==> src/rtl/imem_boot_arbiter.sv <==
// Boot loader / fetch arbiter for the imem port. It assembles a little-endian image
// from the UART byte stream, writes it into imem, and then hands the port to fetch.
module imem_boot_arbiter #(
  parameter int ADDR_WIDTH = 15
) (
  input  logic                  clk,
  input  logic                  rstn,
  input  logic                  rx_valid,
  input  logic [7:0]            rx_data,
  input  logic [31:0]           fetch_raddr,
  output logic [ADDR_WIDTH-1:0] imem_addr,
  output logic [ADDR_WIDTH-1:0] imem_addr1,
  output logic                  imem_we,
  output logic [31:0]           imem_wdata,
  output logic                  core_rstn,
  output logic                  boot_done,
  output logic                  boot_err,
  output logic [ADDR_WIDTH:0]   loaded_words
);

  typedef enum logic [1:0] {S_HDR, S_LOAD, S_RUN, S_ERR} state_t;

  localparam logic [32:0]         CAP   = 33'd1 << ADDR_WIDTH;
  localparam logic [ADDR_WIDTH:0] ONE_W = 1;
  localparam logic [ADDR_WIDTH-1:0] ONE_A = 1;

  state_t                state, state_nx;
  logic [1:0]            byte_cnt;
  logic [31:0]           shreg;
  logic [ADDR_WIDTH:0]   word_cnt, n_words;
  logic                  we_r, done_r, err_r, crst_r;
  logic [31:0]           wdata_r;
  logic                  accept, word_done;
  logic [31:0]           word_in;
  logic                  unused_raddr;

  // Bytes are consumed only while the loader owns the port.
  assign accept    = rx_valid && (state == S_HDR || state == S_LOAD);
  assign word_done = accept && (byte_cnt == 2'd3);
  assign word_in   = {rx_data, shreg[31:8]};

  always_comb begin
    state_nx = state;
    case (state)
      S_HDR: begin
        if (word_done) begin
          if (word_in == 32'd0)               state_nx = S_RUN;
          else if ({1'b0, word_in} > CAP)     state_nx = S_ERR;
          else                                state_nx = S_LOAD;
        end
      end
      // Leave only once the final write pulse is on the port.
      S_LOAD:  if (we_r && (word_cnt == n_words - ONE_W)) state_nx = S_RUN;
      default: state_nx = state;
    endcase
  end

  always_ff @(posedge clk) begin
    if (!rstn) begin
      state    <= S_HDR;
      byte_cnt <= 2'd0;
      shreg    <= 32'd0;
      word_cnt <= '0;
      n_words  <= '0;
      we_r     <= 1'b0;
      wdata_r  <= 32'd0;
      done_r   <= 1'b0;
      err_r    <= 1'b0;
      crst_r   <= 1'b0;
    end else begin
      state <= state_nx;
      if (accept) begin
        shreg    <= word_in;
        byte_cnt <= byte_cnt + 2'd1;
      end
      if (state == S_HDR && word_done) n_words <= word_in[ADDR_WIDTH:0];
      we_r <= (state == S_LOAD) && word_done;
      if (state == S_LOAD && word_done) wdata_r <= word_in;
      if (we_r) word_cnt <= word_cnt + ONE_W;
      if (state_nx == S_RUN) begin
        done_r <= 1'b1;
        crst_r <= 1'b1;
      end
      if (state_nx == S_ERR) err_r <= 1'b1;
    end
  end

  // Fetch address path is purely combinational once the core runs.
  assign imem_addr    = (state == S_RUN) ? fetch_raddr[ADDR_WIDTH+1:2] : word_cnt[ADDR_WIDTH-1:0];
  assign imem_addr1   = imem_addr + ONE_A;
  assign imem_we      = we_r;
  assign imem_wdata   = wdata_r;
  assign core_rstn    = crst_r;
  assign boot_done    = done_r;
  assign boot_err     = err_r;
  assign loaded_words = word_cnt;
  assign unused_raddr = ^{fetch_raddr[31:ADDR_WIDTH+2], fetch_raddr[1:0]};

endmodule

==> config.mk <==
export PLATFORM = sky130hd
export DESIGN_NAME = imem_boot_arbiter
export DESIGN_NICKNAME = d
export VERILOG_FILES = /design/src/rtl/imem_boot_arbiter.sv
export SDC_FILE = /design/constraint.sdc
export NUM_CORES = 1
export LEC_CHECK = 0
export CORE_UTILIZATION = 48
export DETAILED_ROUTE_END_ITERATION = 6
export MAX_ROUTING_LAYER = met4
export PLACE_DENSITY = 0.8
export SYNTH_ARGS = -nofsm -noshare
export SYNTH_HDL_FRONTEND = slang
export SYNTH_SLANG_ARGS = --single-unit
==> constraint.sdc <==
create_clock -name clk -period 3.4 [get_ports clk]
set_clock_uncertainty 0.2 [all_clocks]
set_input_delay 0.85 -clock clk [delete_from_list [all_inputs] [get_ports clk]]
set_output_delay 0.85 -clock clk [all_outputs]
set_load 0.02 [all_outputs]
==> out/qor.yml <==
io_pins: 125
rr_endpoint: "state[0]"
layout_common_cells: "169 x nand2_1, 94 x dfxtp_1, 80 x a21oi_1, 80 x clkdlybuf4s50_1, 50 x buf_4"
arrival_ns: 2.68
diodes: 0
route.detailed.drc: 0
synth-edff-count: 0
ctsLongestPathBuffers: 2
globalplace.congestion: 0.871
min_path_cells: 2
reg2regPathDepth: 8
crit_required_ns: 2.35
ys_seq_area_share_pct: 41.5
worstMarginPinSlew_ns: 0.757
start_util_pct: 49.6
nNetsFinal: 768
rows: 35
antenna_found_initial: 0
fin_ws_ns: -0.331
async_flop_share_pct: 0
ys_ff_latch: 95
synth-compound-area-share_pct: 13.0
cts_buffers: 9
status: "finished, violations left"
hold_class: "reg2reg"
synthMuxAreaShare_pct: 4.36
maxCapViolCount: 0
syn_area_um2: 4590
wl_met2_um: 6690
period_needed_ns: 3.73
setup_viol: 7
dp_cells: 832
root_buffer: "clkbuf_8"
die-area_um2: 9950
synthAdderAreaFrac_pct: 1.09
syn_avg_cell_area_um2: 7.70
p_leak_nw: 2.53
synth-simple-area-share_pct: 26.5
synth.lib_cells_used.distinct: 53
drive_gt1_share_pct: 15.0
endpoint_kind: "output port"
max_slew_margin_pct: 49.4
top_layer: "met4"
synthXorXnorAreaFrac_pct: 8.78
wl_met3_um: 619
rsz0062_at_grt: "yes"
synth_top_family_by_area: "simple AND/OR/NAND/NOR gates"
path_clk_slew_ns: 0.09
ctsHoldBuffers: 0
hold_viol_final: 0
drt_iter0_markers: 276
num_vias: 4627
htreeDepth: 3
fin_cells: 854
wire_per_inst_um: 15.0
whs_endpoint: "imem_wdata[11]"
clkLatencyLatePin_ns: 0.36
p_per_area_nw_per_um2: 321
synthCells: 596
port_buffers: 107
first_global_vias: 4483
die_x_um: 99.8
wl_met1_um: 5140
fillers: 728
firstDrtPassIters: 5
fin_total_pwr_w: 0.00204
finalMaxSlewViolations: 0
viasPerCell: 5.42
layout_commonest_cell: "nand2_1"
cts_tree: "done"
wl_um: 12800
track_usage_pct: 26.9
critPathLaunchType: "flip-flop"
hold_path_startpoint: "imem_wdata[11]"
core-area_um2: 9240
grt_max_degree: 36
reg2reg_slack_ns: 0.22
synthFlopType: "dfxtp_1"
overflow: 0
dp_hpwl_um: 9350
grt_pass1_wl_um: 20800
timing.fmax_mhz: 268
area_growth_syn_to_layout_pct: 38.5
cts.sinks: 95
die_y_um: 99.8
yosys_warnings: 0
vdd_drop_max_mv: 0.351
r2r_start: "n_words[0]"
path_max_fanout: 4
ant_nets: 0
final.period_utilization_pct: 110
violations: "setup timing"
path_class: "reg2out"
synth.net_count: 643
==> worst max path at each step <==
stage	start	end	cells past startpoint
after floorplan	flip-flop	imem_addr1[12]	9
after global placement	fetch_raddr[7]	imem_addr1[13]	8
after detailed placement	fetch_raddr[7]	imem_addr1[13]	8
after CTS	flip-flop	imem_addr1[14]	8
after global routing	flip-flop	imem_addr1[13]	7
final	flip-flop	imem_addr1[13]	8
==> logic make-up after synthesis <==
kind of cell	Yosys count
compound gates	105
buf+inv	56
mux	19
flops	95
xor+xnor	46
simple gates	271
fa+ha+maj	4
==> per-stage QoR <==
step	setup TNS, ns	setup WS (ns)	util, %	hold WS (ns)	instance area (um^2)
2_1_floorplan	-0.174	-0.0738	-	0.240	4640
3_3_place_gp	-8.51	-1.06	65.0	0.243	6000
3_5_place_dp	-9.33	-1.13	65.0	0.248	6000
4_1_cts	-1.30	-0.383	68.4	0.260	6320
5_1_grt	-2.25	-0.425	68.7	0.274	6350
6_report	-1.34	-0.331	68.7	0.255	6350
==> per-layer routing <==
layer  vias up  GRT usage, %
li1       2247             -
met1      2214          30.4
met2       130          47.2
met3        36          4.64
met4         0          10.6
met5         -             -
==> critical path: stages, from the launching register on <==
cell	delay, ns
dfxtp_2	0.34
nor2b_4	0.22
buf_12	0.14
mux2i_2	0.09
or4b_4	0.53
or4_4	0.48
nor3_4	0.23
xor2_2	0.14
buf_4	0.15
==> registers in the layout, summed over array words and instances (netlist names), named ones only <==
name / cells
boot_err: 1
byte_cnt: 2
core_rstn: 1
imem_wdata: 32
imem_we: 1
loaded_words: 16
n_words: 16
shreg: 24
state: 1
==> report_power, final <==
group | switching, W | total [W] | leakage (nW) | internal (W)
Combinational | 0.0000734 | 0.000131 | 1.66 | 0.0000581
Clock | 0.000413 | 0.000764 | 0.103 | 0.000351
Sequential | 0.0000157 | 0.00114 | 0.768 | 0.00113
Total | 0.000502 | 0.00204 | 2.53 | 0.00153
==> area by class of cell <==
class / count / area, um^2 / area share [%]
Clock buffer: 9 / 124 / 1.95
Clock inverter: 6 / 76.3 / 1.20
Inverter: 18 / 67.6 / 1.06
Multi-Input combinational cell: 445 / 2620 / 41.3
Sequential cell: 95 / 1900 / 30.0
Tap cell: 129 / 161 / 2.54
Timing Repair Buffer: 152 / 1400 / 22.0
==> cell usage after synthesis, types with 3 or more instances <==
cell | n | share of area, %
and2_1 | 4 | 0.55
and3_1 | 4 | 0.55
nor3_1 | 9 | 0.98
mux2_2 | 8 | 2.0
clkbuf_1 | 34 | 2.8
inv_1 | 18 | 1.5
or3_1 | 3 | 0.41
nand3_1 | 9 | 0.98
mux2i_1 | 11 | 2.4
nor2_1 | 32 | 2.6
or4_1 | 4 | 0.65
o21ai_0 | 4 | 0.44
dfxtp_1 | 95 | 41
xnor2_1 | 25 | 4.8
a2111oi_0 | 3 | 0.57
nor4_1 | 13 | 1.8
a21oi_1 | 80 | 8.7
nand4_1 | 7 | 0.95
nand2b_1 | 3 | 0.41
nand2_1 | 170 | 14
xor2_1 | 21 | 4.0
ha_1 | 4 | 1.1
==> what timing repair did <==
action | CTS | global route
resized for setup | 92 | 9
setup buffers | 8 | 0
pin swaps | 11 | 4
endpoints found under the setup margin | 15 | 13
(Power assumes the default switching activity.)
